<file path="src/rtl/fetch_pkg.sv">
`default_nettype none
// ============================================================================
// Module   : fetch_pkg
// Purpose  : Shared types and constants for the instruction prefetch buffer:
//            fetch FSM state encoding, queue entry layout, PC increment and
//            the default reset PC.
// Revision : 1.0 - initial release
// ============================================================================
package fetch_pkg;

    localparam int unsigned INSTR_W          = 32;
    localparam logic [31:0] PC_INC           = 32'd4;
    localparam logic [31:0] DEFAULT_RESET_PC = 32'h0000_0000;

    // Fetch sequencer states
    typedef enum logic [1:0] {
        IDLE  = 2'd0,
        FETCH = 2'd1,
        FULL  = 2'd2,
        DROP  = 2'd3
    } fetch_state_e;

    // One queued fetch: the word and the address it was read from
    typedef struct packed {
        logic [INSTR_W-1:0] pc;
        logic [INSTR_W-1:0] instr;
    } fetch_entry_t;

    // Clear the byte-offset bits so every fetch address is word aligned
    function automatic logic [INSTR_W-1:0] word_align(input logic [INSTR_W-1:0] addr);
        return {addr[INSTR_W-1:2], 2'b00};
    endfunction

endpackage
`default_nettype wire

</file>
<file path="src/rtl/fetch_fifo.sv">
`default_nettype none
// ============================================================================
// Module   : fetch_fifo
// Purpose  : DEPTH-entry circular buffer of {pc, instr}. Flush empties the
//            buffer and overrides any push or pop in the same cycle. Head
//            entry and occupancy are presented combinationally from the
//            registered storage.
// Revision : 1.0 - initial release
// ============================================================================
module fetch_fifo
    import fetch_pkg::*;
#(
    parameter int unsigned DEPTH = 4,
    parameter int unsigned CNT_W = $clog2(DEPTH) + 1
) (
    input  logic             clk_i,
    input  logic             rst_i,
    input  logic             push_i,
    input  fetch_entry_t     wdata_i,
    input  logic             pop_i,
    input  logic             flush_i,
    output fetch_entry_t     head_o,
    output logic             valid_o,
    output logic [CNT_W-1:0] count_o
);

    localparam int unsigned      AW       = $clog2(DEPTH);
    localparam logic [CNT_W-1:0] FULL_CNT = CNT_W'(DEPTH);

    fetch_entry_t     mem_q [DEPTH];
    logic [AW-1:0]    wr_ptr_q, wr_ptr_d;
    logic [AW-1:0]    rd_ptr_q, rd_ptr_d;
    logic [CNT_W-1:0] count_q,  count_d;
    logic             do_push;
    logic             do_pop;

    // Never write into a full buffer nor read from an empty one; flush wins
    assign do_push = push_i & ~flush_i & (count_q != FULL_CNT);
    assign do_pop  = pop_i  & ~flush_i & (count_q != '0);

    // Next pointer/occupancy: pointers wrap naturally since DEPTH is 2^AW
    always_comb begin
        wr_ptr_d = wr_ptr_q;
        rd_ptr_d = rd_ptr_q;
        count_d  = count_q;
        if (flush_i) begin
            wr_ptr_d = '0;
            rd_ptr_d = '0;
            count_d  = '0;
        end else begin
            if (do_push) begin
                wr_ptr_d = wr_ptr_q + AW'(1);
            end
            if (do_pop) begin
                rd_ptr_d = rd_ptr_q + AW'(1);
            end
            count_d = count_q + CNT_W'(do_push) - CNT_W'(do_pop);
        end
    end

    // Pointer and occupancy registers
    always_ff @(posedge clk_i or posedge rst_i) begin
        if (rst_i) begin
            wr_ptr_q <= '0;
            rd_ptr_q <= '0;
            count_q  <= '0;
        end else begin
            wr_ptr_q <= wr_ptr_d;
            rd_ptr_q <= rd_ptr_d;
            count_q  <= count_d;
        end
    end

    // Entry storage, cleared at reset so the head reads as zero when empty
    always_ff @(posedge clk_i or posedge rst_i) begin
        if (rst_i) begin
            for (int unsigned i = 0; i < DEPTH; i++) begin
                mem_q[i] <= '0;
            end
        end else if (do_push) begin
            mem_q[wr_ptr_q] <= wdata_i;
        end
    end

    assign head_o  = mem_q[rd_ptr_q];
    assign valid_o = (count_q != '0);
    assign count_o = count_q;

endmodule
`default_nettype wire

</file>
<file path="src/rtl/fetch_buffer.sv">
`default_nettype none
// ============================================================================
// Module   : fetch_buffer
// Purpose  : Instruction prefetch stage. Owns the fetch PC, issues one
//            request at a time to a variable-latency instruction memory,
//            queues returned words and presents {instr, pc, pc+4} to IF/ID.
//            Redirects from ID flush the queue and abandon any in-flight
//            response.
// Options  : FETCH_BUF_BYPASS_EN - when defined, an ack arriving on an empty
//            queue is forwarded to out_* in the same cycle (and consumed
//            directly when IF/ID accepts). Undefined: out_* come only from
//            queue registers.
// Revision : 1.0 - initial release
// ============================================================================
module fetch_buffer
    import fetch_pkg::*;
#(
    parameter int unsigned DEPTH    = 4,
    parameter logic [31:0] RESET_PC = DEFAULT_RESET_PC
) (
    input  logic                    clk,
    input  logic                    reset,
    output logic                    imem_req,
    output logic [31:0]             imem_addr,
    input  logic                    imem_ack,
    input  logic [31:0]             imem_rdata,
    input  logic                    redirect,
    input  logic [31:0]             redirect_pc,
    input  logic                    if_id_write,
    output logic                    out_valid,
    output logic [31:0]             out_instr,
    output logic [31:0]             out_pc,
    output logic [31:0]             out_npc,
    output logic [$clog2(DEPTH):0]  buf_count
);

    localparam int unsigned      CNT_W    = $clog2(DEPTH) + 1;
    localparam logic [CNT_W-1:0] FULL_CNT = CNT_W'(DEPTH);

    fetch_state_e       state_q, state_d;
    logic [INSTR_W-1:0] fpc_q, fpc_d;
    logic [INSTR_W-1:0] drop_addr_q, drop_addr_d;

    fetch_entry_t       fifo_head;
    fetch_entry_t       fifo_wdata;
    logic               fifo_valid;
    logic               fifo_push;
    logic               fifo_pop;
    logic [CNT_W-1:0]   fifo_count;
    logic [CNT_W-1:0]   count_post;
    logic               ack_live;
    logic               bypass_take;

    // Only an ack to a live FETCH request carries a word we keep; an ack
    // seen in DROP belongs to an abandoned address.
    assign ack_live = (state_q == FETCH) & imem_ack;

`ifdef FETCH_BUF_BYPASS_EN
    logic bypass_hit;
    assign bypass_hit  = ack_live & ~redirect & ~fifo_valid;
    assign bypass_take = bypass_hit & if_id_write;
`else
    assign bypass_take = 1'b0;
`endif

    assign fifo_wdata = {fpc_q, imem_rdata};
    assign fifo_push  = ack_live & ~redirect & ~bypass_take;
    assign fifo_pop   = fifo_valid & if_id_write & ~redirect;
    assign count_post = fifo_count + CNT_W'(fifo_push) - CNT_W'(fifo_pop);

    fetch_fifo #(
        .DEPTH (DEPTH),
        .CNT_W (CNT_W)
    ) u_fifo (
        .clk_i   (clk),
        .rst_i   (reset),
        .push_i  (fifo_push),
        .wdata_i (fifo_wdata),
        .pop_i   (fifo_pop),
        .flush_i (redirect),
        .head_o  (fifo_head),
        .valid_o (fifo_valid),
        .count_o (fifo_count)
    );

    assign buf_count = fifo_count;

    // Fetch sequencer: next state, fetch PC and memory request outputs
    always_comb begin
        state_d     = state_q;
        fpc_d       = fpc_q;
        drop_addr_d = drop_addr_q;
        imem_req    = 1'b0;
        imem_addr   = fpc_q;

        case (state_q)
            IDLE: begin
                state_d = FETCH;
            end
            FETCH: begin
                imem_req = 1'b1;
                if (redirect) begin
                    // Ack in the redirect cycle closes the request; otherwise
                    // wait out the abandoned response in DROP.
                    if (!imem_ack) begin
                        state_d     = DROP;
                        drop_addr_d = fpc_q;
                    end
                end else if (imem_ack) begin
                    fpc_d = fpc_q + PC_INC;
                    if (count_post == FULL_CNT) begin
                        state_d = FULL;
                    end
                end
            end
            FULL: begin
                if (redirect || fifo_pop) begin
                    state_d = FETCH;
                end
            end
            DROP: begin
                imem_req  = 1'b1;
                imem_addr = drop_addr_q;
                if (imem_ack) begin
                    state_d = FETCH;
                end
            end
            default: begin
                state_d = IDLE;
            end
        endcase

        if (redirect) begin
            fpc_d = word_align(redirect_pc);
        end
    end

    // Sequencer state, fetch PC and held abandoned address
    always_ff @(posedge clk or posedge reset) begin
        if (reset) begin
            state_q     <= IDLE;
            fpc_q       <= RESET_PC;
            drop_addr_q <= RESET_PC;
        end else begin
            state_q     <= state_d;
            fpc_q       <= fpc_d;
            drop_addr_q <= drop_addr_d;
        end
    end

    // IF/ID presentation: queue head first, bypassed ack only on empty queue
    always_comb begin
        out_valid = 1'b0;
        out_instr = '0;
        out_pc    = '0;
        out_npc   = '0;
        if (fifo_valid) begin
            out_valid = 1'b1;
            out_instr = fifo_head.instr;
            out_pc    = fifo_head.pc;
            out_npc   = fifo_head.pc + PC_INC;
        end
`ifdef FETCH_BUF_BYPASS_EN
        else if (bypass_hit) begin
            out_valid = 1'b1;
            out_instr = imem_rdata;
            out_pc    = fpc_q;
            out_npc   = fpc_q + PC_INC;
        end
`endif
    end

endmodule
`default_nettype wire

</file>
<file path="config.mk">
export PLATFORM = sky130hd
export DESIGN_NAME = fetch_buffer
export DESIGN_NICKNAME = d
export VERILOG_FILES = /design/src/rtl/fetch_pkg.sv /design/src/rtl/fetch_fifo.sv /design/src/rtl/fetch_buffer.sv
export SDC_FILE = /design/constraint.sdc
export NUM_CORES = 1
export LEC_CHECK = 0
export CORE_ASPECT_RATIO = 1.75
export CORE_UTILIZATION = 45
export DETAILED_ROUTE_END_ITERATION = 16
export MAX_ROUTING_LAYER = met4
export PLACE_DENSITY = 0.67
export SLEW_MARGIN = 20
export SYNTH_ARGS = -nofsm -noshare
export SYNTH_HDL_FRONTEND = slang
export SYNTH_SLANG_ARGS = --single-unit
export TNS_END_PERCENT = 1
</file>
<file path="constraint.sdc">
create_clock -name clk -period 27.8 [get_ports clk]
set_clock_uncertainty 0.15 [all_clocks]
set_input_delay 5.56 -clock clk [delete_from_list [all_inputs] [get_ports clk]]
set_output_delay 5.56 -clock clk [all_outputs]
set_load 0.03 [all_outputs]
</file>
==> summary.md, run 1 <==
| Metric | Value |
|---|---|
| Clock tree from TritonCTS | `done` |
| Endpoint of the most critical register-to-register path | `state_q[1]` |
| Post-route minimum period | `10,750 ps` |
| Hold violation total from the final report | `0` |
| Total number of placement rows | `89` |
| Finished Core Util | `55.56%` |
| Post-synthesis cell count | `1,195` |
| Max-cap check violation count | `0` |
| Vias in the first global route | `10,653` |
| Part of the cycle the worst path needs | `38.66%` |
| DRC errors left | `0` |
| Inserted Clock Buffers | `30` |
| Status | `finished clean` |
| R2R Path Start | `u_fifo.count_o[1]` |
| Setup repair after global routing missed its margin | `no` |
| Post-CTS Hold Fix Bufs | `0` |
| Dominant register cell in the synthesized netlist | `sky130_fd_sc_hd__dfrtp_1` |
| Measured slew at the worst slew-check pin | `1120 ps` |
| First DRT Iteration DRCs | `360` |
| Routability congestion estimate from global placement | `0.7986` |
| Hold path depth | `2` |
| Number of enable flip-flop cells after synthesis | `0` |
| Post-synthesis instance area | `0.01560 mm2` |
| Achievable frequency | `93.05 MHz` |
| Most common cell in the netlist | `sky130_fd_sc_hd__dfrtp_1` |
| Maximum resistive drop on vdd | `0.06765 mV` |
| Last element of the critical path | `out_npc[20]` |
| Synth warnings | `0` |
| Crit end category | `output pin` |
| Area share of the leading cell type in the synthesized netlist | `50.85%` |
| Layout Area Growth over Synthesis | `20.95%` |
| Worst Setup SP | `u_fifo.rd_ptr_q[1]` |
| Global-route wire length before repair | `58.89 mm` |
| Final wirelength | `37.41 mm` |
| H-tree depth | `1` |
| Number of ports placed on the die boundary | `202` |
| Detail Route Antenna Nets | `0` |
| Mean routed wirelength per cell | `20.56 um` |
| Final Max Tran Viols | `0` |
| Share of cells above drive strength 1 | `31.01%` |
| Depth of the worst register-to-register path | `15` |
| Total half-perimeter wirelength after legalization and detailed placement | `23.66 mm` |
| Worst-skew pair later-pin latency | `570 ps` |
| Seq cells post-synth | `317` |
| Reg clk slew, reported paths | `70 ps` |
| Count of instances resized after the clock tree is built | `0` |
| GRT Total Usage | `22.46%` |
| Standby leakage power | `8.210 nW` |
| Total of buffers placed on input and output ports | `193` |
| Power per Cell Area | `111.1 mW/mm2` |
| Largest buffer count on any clock path | `3` |
| FF/Latch Area | `0.007940 mm2` |
| Cell at the root of the clock tree | `sky130_fd_sc_hd__clkbuf_16` |
| Reg-to-reg slack, setup | `23,830 ps` |
| Type of the worst setup path | `reg2out` |
| Relative slew slack | `25.35%` |
| Data arrival at the endpoint of the critical path | `5040 ps` |
| Final layout net count | `1,423` |
| Die Y-Extent | `248.3 um` |
| Final setup vio count | `0` |
| Synth cell types | `49` |
| Total via count in the routed design | `9,994` |
| Total grt overflow | `0` |
| CTS sink count | `317` |
| Critical path startpoint category | `flop` |
| Path type of the worst min-delay path | `reg2reg` |
| Worst Path Required | `22,090 ps` |
| Syn_area_per_cell | `13.06 um2` |
| Total die area | `0.03545 mm2` |
| Per-cell via count in the routed design | `5.491` |
| Crit Path Max Fanout | `33` |
| Number of buffers added for setup after CTS | `0` |
| Seq/Total Area, Yosys | `50.85%` |
| Async SR Flop Fraction | `100.0%` |
| DRT Pass-1 Iters | `4` |
| Pin count of the biggest net entering global routing | `120` |
| Area of the placeable core | `0.03396 mm2` |
| Fill cell instance count of the final layout | `2,848` |
| Starting density of the core | `45.93%` |
| Cell type contributing the most total cell area after synthesis | `sky130_fd_sc_hd__dfrtp_1` |
| Area occupied by multi-input gates | `0.007212 mm2` |
| Antenna violations before repair | `0` |
| Leading cell types by total area after synthesis | `sky130_fd_sc_hd__dfrtp_1, sky130_fd_sc_hd__mux2_2, sky130_fd_sc_hd__mux4_2, sky130_fd_sc_hd__and2_1, sky130_fd_sc_hd__o21ai_0` |
| Top post-synthesis cells by count | `sky130_fd_sc_hd__dfrtp_1, sky130_fd_sc_hd__mux2_2, sky130_fd_sc_hd__nand2_1` |
| Setup tns final | `0 ps` |
| Floorplan die width | `142.8 um` |
==> stage by stage <==
stage | hold slack (ps) | total power, W | instances | setup WS (ps) | cell area [um2]
finish | 330.5 | 0.002096 | 1820 | 17050 | 18870
global route | 355.5 | 0.002212 | 1819 | 16750 | 18870
CTS | 333.6 | 0.002118 | 1819 | 17050 | 18860
detailed placement | 318.7 | 0.001682 | 1765 | 17640 | 17820
global placement | 306.0 | 0.001661 | 1765 | 17600 | 17820
floorplan | 294.6 | 0.001338 | 1200 | 13320 | 15620
==> layout make-up <==
type	count	area share (%)
inverter	19	0.4177
clock buffer	43	4.827
sequential	317	42.08
antenna	1	0.01326
multi-input combinational	769	38.22
timing repair buffer	205	10.71
tap	455	3.017
clock inverter	11	0.7161
==> power by group <==
group | total [W] | switching (W) | internal (W)
clock network | 0.000430 | 0.000176 | 0.000254
logic | 0.000959 | 0.000500 | 0.000459
registers | 0.000706 | 0.0000956 | 0.000610
total | 0.00210 | 0.000772 | 0.00132
==> worst max-delay path, cell delays in order (launching register included) <==
cell and delay (ps):
sky130_fd_sc_hd__dfrtp_4 780, sky130_fd_sc_hd__buf_4 660, sky130_fd_sc_hd__mux4_2 440, sky130_fd_sc_hd__ha_1 330, sky130_fd_sc_hd__and3_1 520, sky130_fd_sc_hd__nand4_1 390, sky130_fd_sc_hd__or3_1 470, sky130_fd_sc_hd__a21oi_1 170
sky130_fd_sc_hd__clkdlybuf4s50_1 690
==> worst min path at each step <==
stage,startpoint,end,slack (ps)
2_1_floorplan,u_fifo.mem_q[164],u_fifo.mem_q[164],290
3_3_place_gp,u_fifo.mem_q[120],u_fifo.mem_q[120],310
3_5_place_dp,u_fifo.mem_q[59],u_fifo.mem_q[59],320
4_1_cts,u_fifo.mem_q[245],u_fifo.mem_q[245],330
5_1_grt,u_fifo.mem_q[85],u_fifo.mem_q[85],360
6_report,u_fifo.mem_q[187],u_fifo.mem_q[187],330
==> placed cells by master (no fill, tap or decap), types with 16 or more instances in the layout <==
cell                                n
sky130_fd_sc_hd__mux2_2           284
sky130_fd_sc_hd__inv_1             17
sky130_fd_sc_hd__clkbuf_16         31
sky130_fd_sc_hd__clkdlybuf4s50_1  192
sky130_fd_sc_hd__xor2_1            18
sky130_fd_sc_hd__nand3_1           18
sky130_fd_sc_hd__a21oi_1           16
sky130_fd_sc_hd__mux4_2            56
sky130_fd_sc_hd__nor2_1            26
sky130_fd_sc_hd__o21ai_0           68
sky130_fd_sc_hd__xnor2_1           28
sky130_fd_sc_hd__nand2_1           73
sky130_fd_sc_hd__dfrtp_1          315
sky130_fd_sc_hd__and2_1            63
==> registers in the layout (all words and copies together) (netlist names) <==
register,cells
u_fifo.wr_ptr_q,2
u_fifo.count_o,3
drop_addr_q,30
state_q,2
u_fifo.mem_q,248
fpc_q,30
u_fifo.rd_ptr_q,2
==> cell families after synthesis <==
family                     after synthesis  share of synthesized area (%)
DFF                                    317                          50.85
xor gates and xnor gates                47                          2.727
adders and majority gates               12                          1.059
AOI/OAI and AO/OA                       94                          3.232
other                                    1                        0.02404
and+or+nand+nor                        263                          9.151
muxes                                  347                          29.66
buffers and inverters                  114                          3.304
==> routing by layer <==
layer / wire, um / share of wire, % / vias to the layer above / track usage [%]
met2: 19700 / 53 / 207 / 39.65
li1: - / - / 4567 / -
met4: 1034 / 2.8 / 0 / 7.780
met5: 0 / 0 / - / -
met3: 1210 / 3.2 / 61 / 2.518
met1: 15470 / 41 / 5159 / 26.42
No activity file was read; power rests on OpenSTA's default activity.
==> inputs of run 2 (changes only) <==
--- a/config.mk
+++ b/config.mk
@@ -9,7 +9,7 @@
 export CORE_UTILIZATION = 45
 export DETAILED_ROUTE_END_ITERATION = 16
 export MAX_ROUTING_LAYER = met4
-export PLACE_DENSITY = 0.67
+export PLACE_DENSITY = 0.7
 export SLEW_MARGIN = 20
 export SYNTH_ARGS = -nofsm -noshare
 export SYNTH_HDL_FRONTEND = slang
==> constraint.sdc (replaced) <==
create_clock -name clk -period 8.9 [get_ports clk]
set_clock_uncertainty 0.15 [all_clocks]
set_input_delay 1.78 -clock clk [delete_from_list [all_inputs] [get_ports clk]]
set_output_delay 1.78 -clock clk [all_outputs]
set_load 0.03 [all_outputs]
==> run 2 against run 1 <==
Hold slack got worse by 2.0 ps. Largest power group unchanged. Via count about the same. Clock power increased to 3.1 times the previous value. Sequential cell count unchanged. Core utilization decreased by 0.074 points. Sequential power increased to 3.1 times the previous value. Die area unchanged. Critical path depth decreased by 1. Count of clock-buffer cells in the layout decreased by 1. Total power increased to 3.1 times the previous value.
==> summary.md, run 2 (synthesis gave the netlist of run 1 again) <==
| Metric | Value |
|---|---|
| Die Y-Extent | `248.3 um (unchanged)` |
| DRC errors left | `0 (unchanged)` |
| Inserted Diodes | `0 (was 1)` |
| Total via count in the routed design | `9,999 (was 9,994)` |
| Type of the worst setup path | `reg2out (unchanged)` |
| Placed instance count | `1,765 (unchanged)` |
| Finished Core Util | `55.48% (was 55.56%)` |
| Detail Route Antenna Nets | `0 (unchanged)` |
| Hold violation total from the final report | `0 (unchanged)` |
| Relative slew slack | `24.62% (was 25.35%)` |
| Mean routed wirelength per cell | `20.52 um (was 20.56 um)` |
| Crit Path Max Fanout | `35 (was 33)` |
| Achievable frequency | `151.9 MHz` |
| Area of the placeable core | `0.03396 mm2 (unchanged)` |
| Standby leakage power | `8.193 nW (was 8.210 nW)` |
| Cell at the root of the clock tree | `sky130_fd_sc_hd__clkbuf_16 (unchanged)` |
| Commonest non-fill, non-tap cells in the layout | `sky130_fd_sc_hd__dfrtp_1, sky130_fd_sc_hd__mux2_2, sky130_fd_sc_hd__clkdlybuf4s50_1 (unchanged)` |
| Flip-flop count of the largest register after layout | `248 (unchanged)` |
| H-tree depth | `1 (unchanged)` |
| Total half-perimeter wirelength after legalization and detailed placement | `23.62 mm (was 23.66 mm)` |
| Measured slew at the worst slew-check pin | `1131 ps (was 1120 ps)` |
| Inserted Clock Buffers | `30 (unchanged)` |
| Total power | `0.006534 W (was 0.002096 W)` |
| Antenna violations before repair | `0 (unchanged)` |
| Floorplan die width | `142.8 um (unchanged)` |
| Per-cell via count in the routed design | `5.497 (was 5.491)` |
| Largest buffer count on any clock path | `3 (unchanged)` |
| Clock tree from TritonCTS | `done (unchanged)` |
| Critical path startpoint category | `flop (unchanged)` |
| Global-route wire length before repair | `59.02 mm (was 58.89 mm)` |
| Final std cells w/o fill | `1,819 (was 1,820)` |
| CP Cell Sequence | `buf_4 > mux4_2 > and3_1 > nand4_1 > or3_1 > a21oi_1 > clkdlybuf4s50_1 (was buf_4 > mux4_2 > ha_1 > and3_1 > nand4_1 > or3_1 > a21oi_1 > clkdlybuf4s50_1)` |
| Number of ports placed on the die boundary | `202 (unchanged)` |
| Share of cells above drive strength 1 | `30.79% (was 31.01%)` |
| Vias in the first global route | `10,595 (was 10,653)` |
| Smallest hold slack | `328.5 ps (was 330.5 ps)` |
| Final layout net count | `1,423 (unchanged)` |
| Starting density of the core | `45.93% (unchanged)` |
| Count of instances resized after the clock tree is built | `0 (unchanged)` |
| Total grt overflow | `0 (unchanged)` |
| Worst-skew pair later-pin latency | `570 ps (about the same)` |
| CTS sink count | `317 (unchanged)` |
| Hold path depth | `2 (unchanged)` |
| CP max-delay cell | `sky130_fd_sc_hd__dfrtp_4 (unchanged)` |
| Number of buffers added for setup after CTS | `0 (unchanged)` |
| Post-CTS Hold Fix Bufs | `0 (unchanged)` |
| Maximum resistive drop on vdd | `0.2968 mV (was 0.06765 mV)` |
| Largest registers ranked by flip-flop count | `u_fifo.mem_q: 248 flops, drop_addr_q: 30 flops, fpc_q: 30 flops (unchanged)` |
| Max-cap check violation count | `0 (unchanged)` |
| Worst Path Required | `6970 ps (was 22,090 ps)` |
| FF/Latch Area | `0.007940 mm2 (unchanged)` |
| Area occupied by multi-input gates | `0.007209 mm2 (was 0.007212 mm2)` |
| Post-route minimum period | `6581 ps` |
| Total die area | `0.03545 mm2 (unchanged)` |
| Routability congestion estimate from global placement | `0.7549 (was 0.7986)` |
| Crit end category | `output pin (unchanged)` |
| Path type of the worst min-delay path | `reg2reg (unchanged)` |
| Final wirelength | `37.32 mm (was 37.41 mm)` |
| Register with the most flip-flops | `u_fifo.mem_q (unchanged)` |
| Part of the cycle the worst path needs | `73.95%` |
| Total of buffers placed on input and output ports | `193 (unchanged)` |
| First DRT Iteration DRCs | `403 (was 360)` |
| Power per Cell Area | `346.7 mW/mm2 (was 111.1 mW/mm2)` |
| Reg clk slew, reported paths | `70 ps (about the same)` |
| Fill cell instance count of the final layout | `2,901 (was 2,848)` |
| Data arrival at the endpoint of the critical path | `4650 ps (was 5040 ps)` |
| Final setup vio count | `0 (unchanged)` |
| Pin count of the biggest net entering global routing | `174 (was 120)` |
| Commonest non-fill, non-tap cell in the layout | `sky130_fd_sc_hd__dfrtp_1 (unchanged)` |
| DRT Pass-1 Iters | `4 (unchanged)` |
| Setup tns final | `0 ps (unchanged)` |
| Total number of placement rows | `89 (unchanged)` |
| GRT Total Usage | `22.44% (was 22.46%)` |
| Status | `finished clean (unchanged)` |
| Maximum cell stage delay along the critical path | `820 ps (was 780 ps)` |
| Layout Area Growth over Synthesis | `20.79% (was 20.95%)` |
| Depth of the worst register-to-register path | `15 (unchanged)` |
| Final Max Tran Viols | `0 (unchanged)` |
| Setup repair after global routing missed its margin | `no (unchanged)` |
[run 2: final timing paths]
path,endpoint,from,slack [ps]
min reg2reg,u_fifo.mem_q[56],u_fifo.mem_q[56],330
min,u_fifo.mem_q[56],u_fifo.mem_q[56],330
max reg2reg,state_q[1],u_fifo.count_o[1],5080
max,out_npc[22],u_fifo.rd_ptr_q[1],2320
max in group asynchronous,u_fifo.rd_ptr_q[0],reset,5310
min in group asynchronous,u_fifo.mem_q[135],reset,1690
[run 2: per-stage QoR]
step / setup WS (ps) / instance area (um2)
final: 2319 / 18840
after CTS: 2282 / 18840
after detailed placement: 2889 / 17820
after global placement: 2932 / 17820
after global routing: 2063 / 18840
after floorplan: 2745 / 15620
[run 2: power breakdown]
group          switching (W)  total [W]  internal [W]
combinational        0.00157    0.00300       0.00143
clock               0.000552    0.00132      0.000771
sequential          0.000300    0.00221       0.00191
total                0.00242    0.00653       0.00411
[run 2: critical path, delay by kind of cell, from the launching register on]
family	cells	cell delay, ps
mux	1	440
flops	1	820
compound gates	1	140
simple gates	3	1210
buf+inv	2	1400
[run 2: area by class of cell]
type | instances | area share (%)
Timing Repair Buffer | 205 | 10.79
Multi-Input combinational cell | 769 | 38.26
Tap cell | 455 | 3.021
Sequential cell | 317 | 42.14
Clock buffer | 42 | 4.654
Clock inverter | 12 | 0.7436
Inverter | 19 | 0.3984
[run 2: metal layers]
layer  GRT usage [%]  wire, um  vias to the layer above
li1                -         -                     4555
met1           26.91     15240                     5160
met2           39.19     19710                      221
met3           2.211      1275                       63
met4           7.970      1098                        0
met5               -         0                        -
